### config.mk
export PLATFORM = sky130hd
export DESIGN_NAME = stu_context_copy_engine
export DESIGN_NICKNAME = d
export VERILOG_FILES = /design/src/rtl/stu_pkg.sv /design/src/rtl/stu_context_copy_engine.sv
export SDC_FILE = /design/constraint.sdc
export NUM_CORES = 1
export LEC_CHECK = 0
export CELL_PAD_IN_SITES_DETAIL_PLACEMENT = 0
export CELL_PAD_IN_SITES_GLOBAL_PLACEMENT = 1
export CORE_MARGIN = 2
export CORE_UTILIZATION = 35
export DETAILED_ROUTE_END_ITERATION = 10
export GPL_TIMING_DRIVEN = 0
export PLACE_DENSITY_LB_ADDON = 0.1
export SETUP_SLACK_MARGIN = 0.5
export SLEW_MARGIN = 0
export SYNTH_ARGS = -nofsm -noshare
export SYNTH_HDL_FRONTEND = slang
export SYNTH_SLANG_ARGS = --single-unit
### constraint.sdc
create_clock -name clk -period 4 [get_ports clk]
set_input_delay 0.4 -clock clk [delete_from_list [all_inputs] [get_ports clk]]
set_output_delay 0.4 -clock clk [all_outputs]
set_load 0.01 [all_outputs]
### src/rtl/stu_pkg.sv
// -----------------------------------------------------------------------------
// stu_pkg
// Shared types for the STU (speculative thread unit) blocks.
//   core_id_t   : core index (4 cores, core 0 is the master)
//   addr_t      : instruction address
//   XLEN        : architectural integer register width
//   reg_idx_t   : architectural register index (32 registers)
//   ctx_state_t : context-copy engine states
// -----------------------------------------------------------------------------
package stu_pkg;

   localparam int unsigned NUM_CORES    = 4;
   localparam int unsigned CORE_ID_BITS = 2;
   localparam int unsigned ADDR_BITS    = 32;
   localparam int unsigned XLEN         = 32;
   localparam int unsigned REG_IDX_BITS = 5;

   typedef logic [CORE_ID_BITS-1:0] core_id_t;
   typedef logic [ADDR_BITS-1:0]    addr_t;
   typedef logic [REG_IDX_BITS-1:0] reg_idx_t;

   typedef enum logic [1:0] {
      CTX_IDLE     = 2'd0,
      CTX_COPY     = 2'd1,
      CTX_PC_WRITE = 2'd2,
      CTX_FINISH   = 2'd3
   } ctx_state_t;

endpackage

### src/rtl/stu_context_copy_engine.sv
// -----------------------------------------------------------------------------
// stu_context_copy_engine
// Responder side of the L2 context-copy handshake. On copy_start_in it streams
// the master core's integer registers, REGS_PER_CYCLE per cycle, into the
// selected speculative core's register file, writes the speculative start PC,
// then pulses copy_done_out. abort_in (outside IDLE) cancels the transfer.
//
// Ports:
//   clk, rst           clock, asynchronous active-low reset
//   copy_start_in      start pulse; samples spec_core_id_in / spec_pc_in
//   abort_in           squash of the target core
//   src_rd_*           master register-file read port (data 1 cycle later)
//   dst_core_id_out    latched target core
//   dst_wr_*           per-lane target register-file write port
//   dst_pc_*           target PC write port
//   dst_wr_ready_in    target accepts the register/PC write this cycle
//   copy_done_out      one-cycle completion pulse
//   busy_out           engine not idle
//
// Build option: STU_CTX_SKIP_X0_EN -- when defined, the lane carrying register 0
// keeps its write enable low (x0 is hardwired in the target); otherwise x0 is
// written with data forced to zero.
// -----------------------------------------------------------------------------
module stu_context_copy_engine
   import stu_pkg::*;
#(
   parameter int unsigned NUM_REGS       = 32,
   parameter int unsigned REGS_PER_CYCLE = 2
) (
   input  logic                                         clk,
   input  logic                                         rst,
   input  logic                                         copy_start_in,
   input  core_id_t                                     spec_core_id_in,
   input  addr_t                                        spec_pc_in,
   input  logic                                         abort_in,
   output logic                                         src_rd_en_out,
   output logic [REGS_PER_CYCLE-1:0][REG_IDX_BITS-1:0]  src_rd_addr_out,
   input  logic [REGS_PER_CYCLE-1:0][XLEN-1:0]          src_rd_data_in,
   output core_id_t                                     dst_core_id_out,
   output logic [REGS_PER_CYCLE-1:0]                    dst_wr_en_out,
   output logic [REGS_PER_CYCLE-1:0][REG_IDX_BITS-1:0]  dst_wr_addr_out,
   output logic [REGS_PER_CYCLE-1:0][XLEN-1:0]          dst_wr_data_out,
   output logic                                         dst_pc_wr_en_out,
   output addr_t                                        dst_pc_out,
   input  logic                                         dst_wr_ready_in,
   output logic                                         copy_done_out,
   output logic                                         busy_out
);

   localparam int unsigned     G      = NUM_REGS / REGS_PER_CYCLE;
   localparam int unsigned     CNT_W  = $clog2(G) + 1;
   localparam logic [CNT_W-1:0] G_CNT  = CNT_W'(G);
   localparam logic [CNT_W-1:0] G_LAST = CNT_W'(G - 1);

   typedef logic [REGS_PER_CYCLE-1:0][XLEN-1:0]         lane_data_t;
   typedef logic [REGS_PER_CYCLE-1:0][REG_IDX_BITS-1:0] lane_idx_t;

   ctx_state_t        state_q, state_d;
   core_id_t          core_id_q, core_id_d;
   addr_t             pc_q, pc_d;
   logic [CNT_W-1:0]  rd_grp_q, rd_grp_d;
   logic [CNT_W-1:0]  wr_grp_q, wr_grp_d;
   logic              wr_valid_q, wr_valid_d;
   logic              wr_fresh_q, wr_fresh_d;
   lane_idx_t         wr_addr_q, wr_addr_d;
   lane_data_t        hold_q, hold_d;

   logic              rd_issue;
   logic              wr_accept;
   logic              wr_en_ok;
   logic              pc_wr_en;
   logic              done;
   lane_idx_t         rd_addr;
   lane_data_t        wr_data_cur;

   // The write stage takes data straight off the read bus in the cycle after
   // the read (fresh); if the target stalls, that data is captured into hold_q
   // so the outputs stay stable after the source bus moves on.
   always_comb begin
      wr_data_cur = wr_fresh_q ? src_rd_data_in : hold_q;
      for (int unsigned l = 0; l < REGS_PER_CYCLE; l++) begin
         rd_addr[l] = REG_IDX_BITS'(32'(rd_grp_q) * REGS_PER_CYCLE + l);
      end
   end

   always_comb begin
      state_d    = state_q;
      core_id_d  = core_id_q;
      pc_d       = pc_q;
      rd_grp_d   = rd_grp_q;
      wr_grp_d   = wr_grp_q;
      wr_valid_d = wr_valid_q;
      wr_fresh_d = 1'b0;
      wr_addr_d  = wr_addr_q;
      hold_d     = wr_data_cur;
      rd_issue   = 1'b0;
      wr_accept  = 1'b0;
      wr_en_ok   = 1'b0;
      pc_wr_en   = 1'b0;
      done       = 1'b0;

      unique case (state_q)
         CTX_IDLE: begin
            wr_valid_d = 1'b0;
            if (copy_start_in) begin
               core_id_d = spec_core_id_in;
               pc_d      = spec_pc_in;
               rd_grp_d  = '0;
               wr_grp_d  = '0;
               state_d   = CTX_COPY;
            end
         end

         CTX_COPY: begin
            if (abort_in) begin
               wr_valid_d = 1'b0;
               state_d    = CTX_IDLE;
            end else begin
               wr_en_ok  = wr_valid_q;
               wr_accept = wr_valid_q && dst_wr_ready_in;
               // A read is issued only when the write stage drains this cycle,
               // so the returning data always finds the stage free.
               rd_issue  = (rd_grp_q < G_CNT) && (!wr_valid_q || dst_wr_ready_in);
               if (rd_issue) begin
                  rd_grp_d   = rd_grp_q + 1'b1;
                  wr_valid_d = 1'b1;
                  wr_fresh_d = 1'b1;
                  wr_addr_d  = rd_addr;
               end else if (wr_accept) begin
                  wr_valid_d = 1'b0;
               end
               if (wr_accept) begin
                  wr_grp_d = wr_grp_q + 1'b1;
                  if (wr_grp_q == G_LAST) begin
                     state_d = CTX_PC_WRITE;
                  end
               end
            end
         end

         CTX_PC_WRITE: begin
            wr_valid_d = 1'b0;
            if (abort_in) begin
               state_d = CTX_IDLE;
            end else begin
               pc_wr_en = 1'b1;
               if (dst_wr_ready_in) begin
                  state_d = CTX_FINISH;
               end
            end
         end

         CTX_FINISH: begin
            wr_valid_d = 1'b0;
            done       = !abort_in;
            state_d    = CTX_IDLE;
         end

         default: begin
            wr_valid_d = 1'b0;
            state_d    = CTX_IDLE;
         end
      endcase
   end

   always_ff @(posedge clk or negedge rst) begin
      if (!rst) begin
         state_q    <= CTX_IDLE;
         core_id_q  <= '0;
         pc_q       <= '0;
         rd_grp_q   <= '0;
         wr_grp_q   <= '0;
         wr_valid_q <= 1'b0;
         wr_fresh_q <= 1'b0;
         wr_addr_q  <= '0;
         hold_q     <= '0;
      end else begin
         state_q    <= state_d;
         core_id_q  <= core_id_d;
         pc_q       <= pc_d;
         rd_grp_q   <= rd_grp_d;
         wr_grp_q   <= wr_grp_d;
         wr_valid_q <= wr_valid_d;
         wr_fresh_q <= wr_fresh_d;
         wr_addr_q  <= wr_addr_d;
         hold_q     <= hold_d;
      end
   end

   always_comb begin
      src_rd_en_out    = rd_issue;
      src_rd_addr_out  = rd_issue ? rd_addr : '0;
      dst_wr_addr_out  = wr_valid_q ? wr_addr_q : '0;
      dst_wr_en_out    = '0;
      dst_wr_data_out  = '0;
      for (int unsigned l = 0; l < REGS_PER_CYCLE; l++) begin
`ifdef STU_CTX_SKIP_X0_EN
         dst_wr_en_out[l]   = wr_en_ok && (wr_addr_q[l] != '0);
         dst_wr_data_out[l] = wr_valid_q ? wr_data_cur[l] : '0;
`else
         dst_wr_en_out[l]   = wr_en_ok;
         dst_wr_data_out[l] = (wr_valid_q && (wr_addr_q[l] != '0)) ? wr_data_cur[l] : '0;
`endif
      end
      dst_pc_wr_en_out = pc_wr_en;
      dst_pc_out       = pc_q;
      dst_core_id_out  = core_id_q;
      copy_done_out    = done;
      busy_out         = (state_q != CTX_IDLE);
   end

endmodule

==> run summary <==
STA classifies the critical path endpoint as an output pin. The count of placed standard cells including taps came out at 806. In this run the static leakage power is 3.531 nW. The ratio of final minimum period to clock period came out at 0.7669. The number of clock buffers added by TritonCTS is 17. Clock latency on the worst-skew pair, taken at its later pin, is 0.41 ns. The run gives 0 as the final global-route overflow total. For the number of inserted diodes, the log shows 0.

In this run the cell area of the synthesized design comes to 5202 µm². Entering global routing, the biggest net connects 81 pins. The tools report the sort of element at the start of the critical path as a register. For this run, the post-layout net count is 748.

The worst reg-to-reg path cell count is 4, and the ratio of cells with drive above 1 in the final layout is 0.2554. The min-delay analysis places its worst path in the category primary input to async pin. The average instance in the mapped netlist occupies 13.14 µm².

The cts-stage hold buffer count was 1. Number of antenna violations at the first check in global routing: 0. After detailed routing, the average wire length per cell comes to 16.44 µm.

Summing internal, switching and leakage power gives 4.383 mW. The count of cells in the finished layout, fillers not included, comes to 838. The critical path data required time is 3.60 ns. The effective utilization at floorplan is 0.3580. In this run the power density over the cells is 528.5 nW/µm². The logs give 0.04885 for the met3 track demand over resource and 6 for the detailed-router iteration count before antenna repair. Data arrives at the worst endpoint at 2.67 ns. Number of hold violations in the final report: 0. met2 is the most crowded layer. During synthesis, Yosys emitted a total of 0 warnings.

The die covers 15860 µm². The cell sitting at the root of the clock tree is a sky130_fd_sc_hd__clkbuf_16. The maximum net fanout on the critical path was 10. The first global-routing pass estimated 21640 µm of wire. The fraction of power spent switching nets works out to 0.2654. The CTS clock-pin slew for the worst setup and hold paths was 0.05 ns; the peak clock frequency supported by timing was 326.0 MHz.

The ratio of routed vias to standard cells came out at 4.630. Setup repair after global routing left no endpoint under its margin. Internal power comes to 3.220 mW.

The worst-case headroom to the max-slew limit came out at 0.5706. The routed design could run at a clock period as short as 3.068 ns. The gate count after technology mapping is 396.

The worst register-to-register path begins at state_q[1]. The logs give 0.297 for the logic gate share of total power and 0.7274 for the final weighted congestion of routability-driven global placement. Counting along the longest clock path gives a buffer depth of 2. The run gives 3880 as the routed via count. Detailed placement finished with a half-perimeter wire length of 10200 µm.

The number of nets still failing antenna checks after routing came out at 0. The tools report the peak ir drop on the vdd network as 357.3 µV. The proportion of synthesized chip area in sequential cells is 0.5628. The tools report the met2 capacity usage during global routing as 0.2989.

In the layout the commonest cells are sky130_fd_sc_hd__clkdlybuf4s50_1 (223), sky130_fd_sc_hd__dfrtp_1 (117), sky130_fd_sc_hd__mux2_2 (99). For the number of violations of the max-capacitance limit, the log shows 0. In this run, distinct cell masters in the synthesized netlist total 41. The kind of critical path is register to output pin. The number of buffer cells added on primary ports works out to 224.

Worst clock skew on the final layout: 0.007502 ns. Gates resized during post-CTS repair numbered 0. For this block, the initial DRC count from the detailed router was 105.

The wire length reported by the detailed router was 13780 µm; the die width was 125.9 µm. Measured along the y axis, the die boundary spans 125.9 µm. Across all register-to-register paths, the minimum setup slack is 2.16 ns. The number of sinks on the clock net is 117, and the met1 layer usage reported by global route is 0.2183.

TritonCTS built the clock tree. After clock tree synthesis, the setup repair step added 0 buffers. The synthesized design contains 117 register bits. The clock group share of total power is 0.335, and the count of pins over their slew limit is 0. At the pin with the least slew margin, the transition time is 0.6441 ns. The total global routing track utilization was 0.1753.

Most common cell after layout, fill and taps aside: sky130_fd_sc_hd__clkdlybuf4s50_1. In this run the standard cell core region covers 14530 µm². The portion of total power attributed to sequential cells was 0.367; the I/O pin count was 227. The logs give 4043 for the via count of the first global-routing pass and 44 for the number of placement rows. The tools report the total net switching power as 1.163 mW. For the level count of the clock H-tree, the log shows 4. The tools report the capture instance of the worst register-to-register path as wr_addr_q[8].

After detailed routing, the number of remaining DRC violations is 0. The flow ran to the end, and the final reports show no timing, DRC or antenna violations. Relative to the synthesized area, the layout overhead comes to 59.40%.

Setup violations remaining at the end of the flow were counted as 0.
[synth_stat cells, drive strengths merged]
cell type	number	area, µm²
nand4	1	6.260
ha	3	37.54
conb	1	3.750
dfrtp	117	2928
clkbuf	9	33.78
inv	5	18.77
nand4b	1	8.760
nor2b	34	212.7
mux2	102	1160
and2	9	56.30
nand3b	1	7.510
o21ai	6	33.78
a32o	1	10.01
a32oi	1	8.760
or3b	1	11.26
nor2	5	18.77
o22ai	1	6.260
or4	1	11.26
or2	1	6.260
mux2i	1	10.01
a211o	1	8.760
a2bb2oi	1	8.760
nand2b	4	25.02
o211ai	1	7.510
a21oi	7	35.03
nand2	8	30.03
a22o	1	8.760
nand3	2	10.01
or3	1	6.260
o21ba	1	10.01
and4b	1	10.01
and3	36	225.2
nor3	2	21.27
a31oi	1	6.260
buf	27	192.7
nor3b	1	7.510
[power groups by stage]
stage                     sequential, mW  clock [mW]  combinational, mW
after CTS                           1.61        1.51               1.33
after global placement              1.62           0               1.29
after global routing                1.64        1.56               1.41
after detailed placement            1.63           0               1.32
final                               1.61        1.47               1.30
after floorplan                     1.63           0              0.639
[worst max-delay path, stage by stage (launching register included)]
cell	delay (ns)
sky130_fd_sc_hd__dfrtp_1	0.31
sky130_fd_sc_hd__clkbuf_1	0.49
sky130_fd_sc_hd__buf_2	0.38
sky130_fd_sc_hd__mux2_2	0.38
sky130_fd_sc_hd__and3_1	0.19
sky130_fd_sc_hd__clkdlybuf4s50_1	0.50
[metrics by stage]
stage	worst slack, ns	setup TNS, ns	utilization	cell area (µm²)	hold WS, ns
after floorplan	1.995	0	-	5206	0.1044
after global placement	-2.181	-254.12	0.5283	7679	0.4738
after detailed placement	0.9526	0	0.5303	7707	0.3260
after CTS	0.8517	0	0.5706	8293	0.4575
after global routing	0.7556	0	0.5706	8293	0.4823
final	0.9323	0	0.5706	8293	0.4487
[cells by family (layout without fill, tap and decap cells)]
group	count (synthesis)	after routing	share of synthesized area
flops	117	117	0.5628
simple gates	109	109	0.1296
mux	103	103	0.2249
buf+inv	41	298	0.04714
compound gates	22	22	0.02766
fa+ha+maj	3	3	0.007216
other cells	1	2	0.0007208
[metal layers]
layer	wire, µm	vias up	part of all wire
li1	-	1855	-
met1	5909	1899	0.43
met2	7078	114	0.51
met3	644	12	0.047
met4	145	0	0.011
met5	0	-	0
[worst max path at each step]
stage               startpoint             endpoint  slack (ns)  cells after the start
finish              wr_fresh_q  dst_wr_data_out[18]        0.93                      5
global route        wr_fresh_q  dst_wr_data_out[15]        0.76                      5
CTS                 wr_fresh_q  dst_wr_data_out[18]        0.85                      5
detailed placement    abort_in   src_rd_addr_out[7]        0.95                      7
global placement           rst         wr_addr_q[7]       -2.18                      1
floorplan           state_q[1]   src_rd_addr_out[6]        2.00                      5
[final cells by class]
| cell class | count | area [µm²] |
|---|---|---|
| plain buffers | 36 | 226.5 |
| well taps | 184 | 230.2 |
| flip-flops and latches | 117 | 2928 |
| multi-input cells | 239 | 2033 |
| fillers | 1236 | 6241 |
| clock inverters | 10 | 105.1 |
| inverters | 5 | 18.77 |
| clock buffers | 21 | 470.5 |
| repair buffers | 226 | 2281 |
[flip-flops by register name, summed over array words and instances, names as in the netlist]
name	flops
dst_core_id_out	2
dst_pc_out	32
hold_q	64
rd_grp_q	5
state_q	2
wr_addr_q	5
wr_fresh_q	1
wr_grp_q	5
wr_valid_q	1
No activity file was read; power rests on OpenSTA's default activity.
